File: src/rtl/fbound_pkg.sv
// Shared types and constants for the float-bound clip arbiter.
// SP-FP field widths, requester count and the controller state encoding.
package fbound_pkg;

    localparam int NREQ   = 4;
    localparam int SIGN_W = 1;
    localparam int EXP_W  = 8;
    localparam int MAN_W  = 23;
    localparam int FP_W   = SIGN_W + EXP_W + MAN_W;

    typedef enum logic [2:0] {
        IDLE,
        CFG_LO,
        CFG_HI,
        RUN,
        WAIT
    } state_t;

endpackage

File: src/rtl/fbound_rr_arb.sv
// Combinational 4-way round-robin pick.
// Search starts at the requester after ptr and wraps back to ptr last.
module fbound_rr_arb
    import fbound_pkg::*;
(
    input  logic [NREQ-1:0] req,
    input  logic [1:0]      ptr,
    output logic            gnt_valid,
    output logic [1:0]      gnt_idx
);

    logic [1:0] cand;

    always_comb begin
        gnt_valid = 1'b0;
        gnt_idx   = ptr;
        cand      = ptr;
        for (int k = 1; k <= NREQ; k++) begin
            cand = ptr + 2'(k);
            if (!gnt_valid && req[cand]) begin
                gnt_valid = 1'b1;
                gnt_idx   = cand;
            end
        end
    end

endmodule

File: src/rtl/fbound_arb.sv
// Arbitrates 4 requesters onto one external SP-FP bound clipper.
// Define FBOUND_ARB_STATS_EN to add the clip_cnt statistics output.
module fbound_arb
    import fbound_pkg::*;
#(
    parameter int NREQ = 4
) (
    input  logic              clk,
    input  logic              reset,
    input  logic              cfg_valid,
    input  logic [FP_W-1:0]   cfg_low,
    input  logic [FP_W-1:0]   cfg_high,
    output logic              cfg_done,
    input  logic [NREQ-1:0]   req,
    input  logic [NREQ*32-1:0] req_data,
    output logic [NREQ-1:0]   ack,
    output logic [FP_W-1:0]   res_data,
    output logic              res_in_bounds,
    output logic              busy,
    output logic [FP_W-1:0]   cl_din,
    output logic              cl_init,
    output logic              cl_start,
    input  logic [FP_W-1:0]   cl_dout,
    input  logic              cl_in_bounds,
    input  logic              cl_finished
`ifdef FBOUND_ARB_STATS_EN
    ,
    output logic [15:0]       clip_cnt
`endif
);

    state_t     state;
    logic       bnd_valid;
    logic [1:0] ptr;
    logic [1:0] win;
    logic       gnt_valid;
    logic [1:0] gnt_idx;

    fbound_rr_arb u_rr (
        .req       (req),
        .ptr       (ptr),
        .gnt_valid (gnt_valid),
        .gnt_idx   (gnt_idx)
    );

    always_ff @(posedge clk or negedge reset) begin
        if (!reset) begin
            state         <= IDLE;
            bnd_valid     <= 1'b0;
            ptr           <= 2'd3;
            win           <= 2'd0;
            cl_din        <= '0;
            cl_init       <= 1'b0;
            cl_start      <= 1'b0;
            ack           <= '0;
            res_data      <= '0;
            res_in_bounds <= 1'b0;
            cfg_done      <= 1'b0;
            busy          <= 1'b0;
`ifdef FBOUND_ARB_STATS_EN
            clip_cnt      <= '0;
`endif
        end else begin
            cl_init  <= 1'b0;
            cl_start <= 1'b0;
            ack      <= '0;
            cfg_done <= 1'b0;
            unique case (state)
                IDLE: begin
                    if (cfg_valid) begin
                        cl_din  <= cfg_low;
                        cl_init <= 1'b1;
                        state   <= CFG_LO;
                        busy    <= 1'b1;
                    end else if (bnd_valid && gnt_valid) begin
                        win      <= gnt_idx;
                        ptr      <= gnt_idx;
                        cl_din   <= req_data[{gnt_idx, 5'd0} +: FP_W];
                        cl_start <= 1'b1;
                        state    <= RUN;
                        busy     <= 1'b1;
                    end
                end
                CFG_LO: begin
                    cl_din <= cfg_high;
                    state  <= CFG_HI;
                end
                CFG_HI: begin
                    cfg_done  <= 1'b1;
                    bnd_valid <= 1'b1;
                    state     <= IDLE;
                    busy      <= 1'b0;
`ifdef FBOUND_ARB_STATS_EN
                    clip_cnt  <= '0;
`endif
                end
                RUN: begin
                    state <= WAIT;
                end
                WAIT: begin
                    // cl_din stays put: the clipper re-reads it when it finishes
                    if (cl_finished) begin
                        res_data      <= cl_dout;
                        res_in_bounds <= cl_in_bounds;
                        ack   <= {{(NREQ-1){1'b0}}, 1'b1} << win;
                        state <= IDLE;
                        busy  <= 1'b0;
`ifdef FBOUND_ARB_STATS_EN
                        if (!cl_in_bounds && clip_cnt != 16'hFFFF)
                            clip_cnt <= clip_cnt + 16'd1;
`endif
                    end
                end
                default: begin
                    state <= IDLE;
                    busy  <= 1'b0;
                end
            endcase
        end
    end

endmodule

File: config.mk
export PLATFORM = sky130hd
export DESIGN_NAME = fbound_arb
export DESIGN_NICKNAME = d
export VERILOG_FILES = /design/src/rtl/fbound_pkg.sv /design/src/rtl/fbound_rr_arb.sv /design/src/rtl/fbound_arb.sv
export SDC_FILE = /design/constraint.sdc
export NUM_CORES = 1
export LEC_CHECK = 0
export CAP_MARGIN = 10
export CORE_ASPECT_RATIO = 0.75
export CORE_MARGIN = 2
export CORE_UTILIZATION = 30
export CTS_CLUSTER_DIAMETER = 200
export DETAILED_ROUTE_END_ITERATION = 6
export DONT_BUFFER_PORTS = 1
export HOLD_SLACK_MARGIN = 0.08
export PLACE_DENSITY = 0.43
export SYNTH_ARGS = -nofsm -noshare
export SYNTH_HDL_FRONTEND = slang
export SYNTH_SLANG_ARGS = --single-unit
File: constraint.sdc
create_clock -name clk -period 2.3 [get_ports clk]
set_clock_uncertainty 0.15 [all_clocks]
set_input_delay 0.46 -clock clk [delete_from_list [all_inputs] [get_ports clk]]
set_output_delay 0.46 -clock clk [all_outputs]
set_load 0.02 [all_outputs]
Word-level counts from Yosys, hierarchy flattened:

Index checks and enable logic that the tools add are counted.

* $add $sub $neg: 3
* $mul: 0
* div/mod/pow operators: 0
* magnitude comparators: 4
* equal/unequal tests: 6
* shift operators: 2
* multiplexer cells: 35
* bitwise operators: 2
* reduce and logical (&&, ||, !) cells: 15

Operators by type and width (count)
* indexed part select 128 x 8 -> 32 bit: 1
* two-way mux 32 bit: 2
* one-hot mux 32 bit (2 select lines): 1
* two-way mux 1 bit: 17
* < comparator 2 x 3 -> 1 bit, second input constant: 4
* one-hot mux 3 bit (4 select lines): 1
* two-way mux 3 bit: 3
* binary-select mux 1 bit (select 2 bit): 4
* two-way mux 2 bit: 4
* two-way mux 4 bit: 2
* equality test 3 x 2 -> 1 bit, second input constant: 2
* AND reduction 2 bit: 3
* AND reduction 3 bit: 2
* adder 2 bit, second input constant: 2
* logical AND 1 bit: 4
* left shift 1 x 2 -> 4 bit, first input constant: 1
* equality test 3 x 1 -> 1 bit, second input constant: 1
* equality test 3 bit, second input constant: 1
* zero test 1 bit: 3
* zero test 3 bit: 1
* != test 3 bit, second input constant: 1
* one-hot mux 1 bit (3 select lines): 1
* adder 2 x 1 -> 2 bit, second input constant: 1
* != test 2 bit, second input constant: 1
* other kinds (3): 4

* register bits after elaboration: 81
* latch bits: 0
* memory bits (writable): 0
* memory bits (read-only): 0
* input port bits: 233
* output and inout port bits: 73
* logic and storage cells: 79
* memories: 0

Logic depth before layout (Yosys ltp):

Gate-level depths: netlist (run 1).

* depth after elaboration: 17
* mapped depth: 7
* depth with buffers taken out: 5

By module:

Synthesis (run 1) repeated with hierarchy kept, for this count alone.

* cell total of the unflattened synthesis: 395
* area, all modules: 4504.3 um2

Modules (own cells, without submodules)
* fbound_arb: times used 1, cells each 381, area an instance 4421.7 um2
* fbound_rr_arb: times used 1, cells each 14, area an instance 82.6 um2

Least setup slack after synthesis (run 1):

No wires, ideal clock.

* kind: in2reg
* from: in req[2]
* to: reg cl_din[23]
* library setup time: 0.132 ns
* data arrival time: 1.688 ns
* data required time: 2.018 ns
* path slack: 0.331 ns
* stages on the path: 6
* path through: o41a_1 > o31a_1 > buf_4 > o22ai_1 > a41oi_1 > a21boi_1

* cells in the longest elaborated chain, start to end: 16

Ends and longest elaborated chain
* start: declaration: line fbound_arb.sv:14 `input logic [NREQ-1:0] req,`
* binary-select mux 1 bit (select 2 bit): line fbound_rr_arb.sv:20 `if (!gnt_valid && req[cand]) begin`
* two-way mux 1 bit (not written as such): line fbound_rr_arb.sv:20
* two-way mux 1 bit: line fbound_rr_arb.sv:20
* zero test 1 bit: line fbound_rr_arb.sv:20
* logical AND 1 bit: line fbound_rr_arb.sv:20
* two-way mux 1 bit: line fbound_rr_arb.sv:20
* zero test 1 bit: line fbound_rr_arb.sv:20
* logical AND 1 bit: line fbound_rr_arb.sv:20
* two-way mux 1 bit: line fbound_rr_arb.sv:20
* zero test 1 bit: line fbound_rr_arb.sv:20
* logical AND 1 bit: line fbound_rr_arb.sv:20
* two-way mux 2 bit: line fbound_rr_arb.sv:20
* indexed part select 128 x 8 -> 32 bit: line fbound_arb.sv:78 `cl_din <= req_data[{gnt_idx, 5'd0} +: FP_W];`
* two-way mux 32 bit: line fbound_arb.sv:75 `end else if (bnd_valid && gnt_valid) begin`
* two-way mux 32 bit: line fbound_arb.sv:70 `if (cfg_valid) begin`
* one-hot mux 32 bit (2 select lines): line fbound_arb.sv:68 `unique case (state)`
* end signal: assignment: line fbound_arb.sv:71 `cl_din <= cfg_low;`
* end signal: assignment: line fbound_arb.sv:78
* end signal: assignment: line fbound_arb.sv:85 `cl_din <= cfg_high;`
* end: declaration: line fbound_arb.sv:20 `output logic [FP_W-1:0] cl_din,`

Parallel ways exist; a longest one is shown, timed or not. The select of a mux whose other input is x is not followed.
A chain may end at the register's enable or synchronous reset.

Worst setup path in the final report (run 1):

* from: reg ptr[0]
* to: reg cl_din[11]

* cells in the longest elaborated chain, start to end: 17

Ends and longest elaborated chain
* start: declaration: line fbound_arb.sv:34 `logic [1:0] ptr;`
* start signal: assignment: line fbound_arb.sv:77 `ptr <= gnt_idx;`
* adder 2 x 1 -> 2 bit: line fbound_rr_arb.sv:19 `cand = ptr + 2'(k);`
* binary-select mux 1 bit (select 2 bit): line fbound_rr_arb.sv:20
* two-way mux 1 bit (not written as such): line fbound_rr_arb.sv:20
* two-way mux 1 bit: line fbound_rr_arb.sv:20
* zero test 1 bit: line fbound_rr_arb.sv:20
* logical AND 1 bit: line fbound_rr_arb.sv:20
* two-way mux 1 bit: line fbound_rr_arb.sv:20
* zero test 1 bit: line fbound_rr_arb.sv:20
* logical AND 1 bit: line fbound_rr_arb.sv:20
* two-way mux 1 bit: line fbound_rr_arb.sv:20
* zero test 1 bit: line fbound_rr_arb.sv:20
* logical AND 1 bit: line fbound_rr_arb.sv:20
* two-way mux 2 bit: line fbound_rr_arb.sv:20
* indexed part select 128 x 8 -> 32 bit: line fbound_arb.sv:78
* two-way mux 32 bit: line fbound_arb.sv:75
* two-way mux 32 bit: line fbound_arb.sv:70
* one-hot mux 32 bit (2 select lines): line fbound_arb.sv:68

Parallel ways exist; a longest one is shown, timed or not. The select of a mux whose other input is x is not followed.

==> flow_metrics.env, run 1 <==
export IMPL_ys_seq_area_share_pct=39.5
export IMPL_worstSetupEndpointType="register"
export IMPL_pin_count=306
export IMPL_timing_hold_ws_ns=-0.346
export IMPL_cts_made_buffers=9
export IMPL_synth_cells=538
export IMPL_ir_drop_uv=520
export IMPL_syn_area_per_cell_sq_um=9.55
export IMPL_syn_nets=771
export IMPL_crit_fanout=20
export IMPL_clockBufferDepth=2
export IMPL_core_sq_um=16800
export IMPL_setup_violations=0
export IMPL_routed_wl_microns=19300
export IMPL_grt_pass1_vias=4961
export IMPL_arrival_ns=2.26
export IMPL_antenna_cells=0
export IMPL_top_layer="met4"
export IMPL_slowest_stage="dfstp_2"
export IMPL_multiInputGateArea_sq_um=2930
export IMPL_cts_root_buffer="clkbuf_16"
export IMPL_h_tree_depth=3
export IMPL_finalSetupTns_ns=0
export IMPL_final_design_area_no_fill_sq_um=5900
export IMPL_drt_iter0_markers=396
export IMPL_powerDensity_nw_per_um2=1540
export IMPL_start_util_pct=30.6
export IMPL_ys_ff_latch=81
export IMPL_seqCellArea_sq_um=2030
export IMPL_placed_area_sq_um=5540
export IMPL_antenna_found_initial=0
export IMPL_cp_num_buf_inv=1
export IMPL_grtUsageTotal_pct=20.7
export IMPL_grt_pass1_wl_microns=29300
export IMPL_vias=4771
export IMPL_routabilityCongestion=0.811
export IMPL_leakagePower_uw=0.00227
export IMPL_postSynth_asyncResetShare_pct=100
export IMPL_dp_hpwl_microns=13900
export IMPL_overflow=0
export IMPL_ys_warn_count=0
export IMPL_grt_max_degree=82
export IMPL_clock_latency_ns=0.35
export IMPL_die_w_microns=155
export IMPL_core_rowCount=41
export IMPL_die_y_microns=117
export IMPL_r2r_start="ptr[0]"
export IMPL_die_area_sq_um=18200
export IMPL_crit_path_start="ptr[0]"
export IMPL_synth_edf_count=0
export IMPL_routedWlPerCell_microns=26.0
export IMPL_yosysMostFrequentCell="dfrtp_1"
export IMPL_synth_area_leader_cell="dfrtp_1"
export IMPL_wl_met1_microns=8460
export IMPL_areaGrowthSynthToFinish_pct=14.7
export IMPL_place_worst_setup_slack_ns=-0.159
export IMPL_path_class="reg -> reg"
export IMPL_rsz0062_at_grt="yes"
export IMPL_cts_tree="done"
export IMPL_clkSinkCount=81
export IMPL_drive_gt1_share_pct=22.2
export IMPL_drc_errors=0
export IMPL_setup_ws_ns=0.101
export IMPL_ys_flop_type="dfrtp_1"
export IMPL_fmax_mhz=455
export IMPL_synth_distinct_cells=42
export IMPL_slew_violations=0
export IMPL_synth_area_leaders="dfrtp_1, mux2_2, o31ai_1, a221oi_1, nand2_1"
export IMPL_worst_path_largest_cell_delay_ns=0.56
export IMPL_worstPathRequired_ns=2.37
export IMPL_path_delay_family="compound AO/OA/AOI/OAI gates"
export IMPL_wl_met3_microns=1590
export IMPL_fin_nets=756
export IMPL_drtAntennaViolNets=0
export IMPL_synth_top_area_share_pct=38.5
export IMPL_startpoint_type="register"
export IMPL_wl_met2_microns=8990
export IMPL_fin_crit_sh_pct=95.6
export IMPL_violations="hold timing"
export IMPL_post_route_min_period_ns=2.20
export IMPL_crit_chain="nor2b_1, or3_1, a21o_1, buf_12, a211oi_1, o31ai_1"
export IMPL_fill_cells=1710
export IMPL_status="finished, violations left"
export IMPL_hold_viol_final=81
export IMPL_max_slew_margin_pct=61.4
export IMPL_tightest_slew_ns=0.578
export IMPL_hold_path_class="in -> async"
export IMPL_clk_pin_slew_ns=0.08
export IMPL_via_per_inst=6.42
export IMPL_syn_area_sq_um=5140
export IMPL_maxCapViolCount=0
export IMPL_io_buffers=0
export IMPL_drt_pass1_iterations=5
export IMPL_yosys_top_cells_count="dfrtp_1, nand2_1, clkbuf_1, mux2_2, o31ai_1"
==> placed cells by master (no fill, tap or decap), types with 9 or more instances in the layout <==
cell type | netlist | final
a211oi_1 | 20 | 18
a21boi_1 | 12 | 12
a21o_1 | 21 | 21
a21oi_1 | 16 | 16
a221oi_1 | 22 | 22
a221oi_2 | 10 | 10
a22oi_1 | 20 | 20
a41oi_1 | 12 | 12
and2_1 | 22 | 20
buf_4 | 1 | 25
clkbuf_16 | 0 | 9
dfrtp_1 | 79 | 79
mux2_2 | 35 | 35
nand2_1 | 50 | 50
nand4_1 | 12 | 12
nor2_1 | 25 | 24
nor4_1 | 24 | 19
o22ai_1 | 12 | 12
o31a_1 | 21 | 21
o31ai_1 | 33 | 32
==> path summary, 6_finish.rpt <==
check	depth (start not counted)	slack (ns)	endpoint
max	6	0.10	cl_din[11]
min	0	-0.35	cl_din[7]
max reg2reg	6	0.10	cl_din[11]
min reg2reg	1	0.34	ack[0]
max in group asynchronous	0	2.12	ptr[1]
min in group clk	1	0.10	res_data[21]
==> state kept, by name, summed over array words and instances, names as in the netlist <==
| signal | cells |
|---|---|
| cl_init | 1 |
| ack | 4 |
| bnd_valid | 1 |
| cl_start | 1 |
| busy | 1 |
| cfg_done | 1 |
| ptr | 2 |
| win | 2 |
| res_in_bounds | 1 |
| res_data | 32 |
| cl_din | 32 |
| state | 3 |
==> routing by layer <==
layer  vias to the layer above  track usage, %
met1                      2432            27.8
met2                       237            32.6
met5                         -               0
met3                        27            5.65
met4                         0            5.90
li1                       2075               -
==> stage by stage <==
stage	hold WS [ns]	power [uW]	utilization (%)	cells
after global routing	-0.371	9690	35.1	743
after CTS	-0.367	9110	34.9	743
after global placement	0.0164	7490	33.0	727
final	-0.346	9080	35.1	743
after detailed placement	0.0164	7560	33.0	727
after floorplan	0.0144	6180	-	538
==> what timing repair did <==
item                                    in CTS  in global routing
resized for setup                            3                  6
endpoints found under the setup margin      11                  4
hold endpoints to repair                    81                 81
buffers inserted                             0                  0
==> where the power goes <==
group	switching (uW)	internal [uW]	leakage [uW]
Combinational	2270	1870	0.00112
Clock	728	776	0.000150
Sequential	1330	2110	0.000996
==> final cells by class <==
class,instances,area share [%]
multi-input cells,397,49.8
clock inverters,7,1.46
repair buffers,33,5.90
clock buffers,9,3.82
well taps,215,4.56
inverters,1,0.0637
flip-flops and latches,81,34.4
==> cell families (layout without fill, tap and decap cells) <==
kind of cell	Yosys count	in the layout	share of synthesized area [%]
AND/OR/NAND/NOR	155	155	15.6
multiplexers	35	35	7.67
AO/OA/AOI/OAI	207	207	32.1
flip-flops	81	81	39.5
buffers and inverters	60	50	5.14
==> worst register-to-register path: cells and delay by family (launching register included) <==
kind                   cells  cell delay, ns
AOI/OAI and AO/OA          3            0.74
DFF                        1            0.56
and+or+nand+nor            2            0.46
buffers and inverters      1            0.16
(Power assumes the default switching activity.)
==> run 2, diff against run 1 <==
--- a/config.mk
+++ b/config.mk
@@ -14,6 +14,7 @@
 export DONT_BUFFER_PORTS = 1
 export HOLD_SLACK_MARGIN = 0.08
 export PLACE_DENSITY = 0.43
+export REMOVE_ABC_BUFFERS = 1
 export SYNTH_ARGS = -nofsm -noshare
 export SYNTH_HDL_FRONTEND = slang
 export SYNTH_SLANG_ARGS = --single-unit
==> run 2 against run 1 <==
The flow still finishes with violations (hold timing). Clock-buffer cell count unchanged. Core utilization down 0.11 points. Combinational power up 4%. Hold slack worse by 0.0039 ns. Non-clock buffer count up 6. Routed wire length up 5.2%. Clock power down 5%. Die area unchanged. Register-to-register slack better by 0.07 ns. Critical path type unchanged. Largest cell class unchanged.
==> flow_metrics.env, run 2 (same netlist as run 1, synthesis figures left out) <==
export IMPL_status="finished, violations left"
export IMPL_violations="hold timing"
export IMPL_post_cts_buffers=0
export IMPL_io_buffers=0
export IMPL_grt_util_met1_pct=27.1
export IMPL_grt_met2_usage_pct=34.6
export IMPL_reg_largest_list="cl_din (32), res_data (32), ack (4)"
export IMPL_slowest_stage="dfstp_2"
export IMPL_grt_pass1_vias=4892
export IMPL_switching_share_pct=47.6
export IMPL_p_switching_uw=4340
export IMPL_drt_pass1_iterations=6
export IMPL_maxCapViolCount=0
export IMPL_hold_viol_final=81
export IMPL_h_tree_depth=3
export IMPL_cts_tree="done"
export IMPL_crit_fanout=15
export IMPL_path_class="reg -> reg"
export IMPL_hold_path_class="in -> async"
export IMPL_crit_chain="nor2b_1, o21ba_2, buf_4, o31ai_1, a41oi_1, a21boi_1"
export IMPL_worst_path_largest_cell_delay_ns=0.56
export IMPL_post_route_util_pct=35.0
export IMPL_fin_total_pwr_uw=9130
export IMPL_slew_violations=0
export IMPL_tightest_slew_ns=0.717
export IMPL_comb_power_share_pct=47.1
export IMPL_rsz0062_at_grt="no"
export IMPL_setup_violations=0
export IMPL_start_util_pct=30.6
export IMPL_drt_iter0_markers=333
export IMPL_layout_cells_non_filler=749
export IMPL_startpoint_type="register"
export IMPL_internal_power_uw=4790
export IMPL_seq_power_share_pct=37.4
export IMPL_timing_hold_ws_ns=-0.349
export IMPL_clock_latency_ns=0.35
export IMPL_die_y_microns=117
export IMPL_clk_pin_slew_ns=0.07
export IMPL_areaGrowthSynthToFinish_pct=14.4
export IMPL_routedWlPerCell_microns=27.2
export IMPL_routabilityCongestion=0.816
export IMPL_fill_cells=1717
export IMPL_clockBufferDepth=2
export IMPL_vias=4818
export IMPL_dp_hpwl_microns=14600
export IMPL_mostFrequentLayoutCell="dfrtp_1"
export IMPL_clkSinkCount=81
export IMPL_placed_cells=733
export IMPL_leakagePower_uw=0.00227
export IMPL_clkPwrFrac_pct=15.5
export IMPL_antenna_cells=0
export IMPL_worstPathRequired_ns=2.36
export IMPL_cts_made_buffers=9
export IMPL_fmax_mhz=469
export IMPL_grt_max_degree=82
export IMPL_top_usage_layer="met2"
export IMPL_fin_crit_sh_pct=92.7
export IMPL_post_route_min_period_ns=2.13
export IMPL_powerDensity_nw_per_um2=1550
export IMPL_drc_errors=0
export IMPL_cts_root_buffer="clkbuf_16"
export IMPL_ir_drop_uv=413
export IMPL_worstRegToRegCells=6
export IMPL_overflow=0
export IMPL_grt_use_met3_pct=7.87
export IMPL_die_area_sq_um=18200
export IMPL_routed_wl_microns=20300
export IMPL_grt_pass1_wl_microns=30100
export IMPL_arrival_ns=2.19
export IMPL_pin_count=306
export IMPL_drtAntennaViolNets=0
export IMPL_grtUsageTotal_pct=21.5
export IMPL_core_rowCount=41
export IMPL_layout_common_cells="dfrtp_1, nand2_1, mux2_2"
export IMPL_cp_num_buf_inv=1
export IMPL_antenna_found_initial=0
export IMPL_cp_depth=6
export IMPL_max_slew_margin_pct=52.2
export IMPL_path_delay_family="compound AO/OA/AOI/OAI gates"
export IMPL_fin_nets=762
export IMPL_drive_gt1_share_pct=21.7
export IMPL_core_sq_um=16800
export IMPL_die_w_microns=155
export IMPL_via_per_inst=6.43
export IMPL_worstSetupEndpointType="register"
[run 2: changes by cell type in the layout (fill, tap and decap cells not counted), sizes merged]
cell    change
inv         +1
buf         +6
clkinv      -1
[run 2: area by class of cell]
cell class,instances,area (sq um),share of cell area (%)
inverter,1,3.75,0.0639
timing repair buffer,39,393,6.69
clock buffer,9,225,3.83
multi-input combinational,397,2900,49.3
clock inverter,7,60.1,1.02
sequential,81,2030,34.5
tap,215,269,4.58
[run 2: timing repair]
action	in CTS	in global routing
setup endpoints to repair	0	13
hold endpoints to repair	81	81
resized for setup	0	2
[run 2: final timing paths]
kind | to | slack (ns) | startpoint
setup / recovery | cl_din[20] | 0.17 | ptr[0]
min in group clk | res_data[26] | 0.11 | cl_dout[26]
setup reg to reg | cl_din[20] | 0.17 | ptr[0]
hold reg to reg | bnd_valid | 0.33 | bnd_valid
hold / removal | res_data[14] | -0.35 | reset
max in group asynchronous | ptr[1] | 2.15 | reset
[run 2: power by group through the flow]
stage / Sequential (uW) / Clock, uW / Combinational, uW
floorplan: 3250 / 0 / 2680
global placement: 3450 / 0 / 4170
detailed placement: 3450 / 0 / 4270
CTS: 3430 / 1480 / 4270
global route: 3490 / 1540 / 4630
finish: 3420 / 1420 / 4300
[run 2: metal layers]
metal / vias up / wire, microns
li1: 2087 / -
met1: 2403 / 8280
met2: 296 / 9580
met3: 32 / 2110
met4: 0 / 373
met5: - / 0
[run 2: stage by stage]
| stage | setup WS, ns | setup TNS (ns) | area, sq um |
|---|---|---|---|
| finish | 0.169 | 0 | 5880 |
| global route | 0.0673 | 0 | 5880 |
| CTS | 0.0134 | 0 | 5870 |
| detailed placement | -0.0127 | -0.0192 | 5580 |
| global placement | 0.102 | 0 | 5580 |
| floorplan | -2.40 | -99.72 | 4880 |
==> run 3, diff against run 2 <==
--- a/config.mk
+++ b/config.mk
@@ -12,7 +12,6 @@
 export CTS_CLUSTER_DIAMETER = 200
 export DETAILED_ROUTE_END_ITERATION = 6
 export DONT_BUFFER_PORTS = 1
-export HOLD_SLACK_MARGIN = 0.08
 export PLACE_DENSITY = 0.43
 export REMOVE_ABC_BUFFERS = 1
 export SYNTH_ARGS = -nofsm -noshare
==> results of run 3 <==
Same layout as run 2: the final DEF is identical, and so are final timing and power.
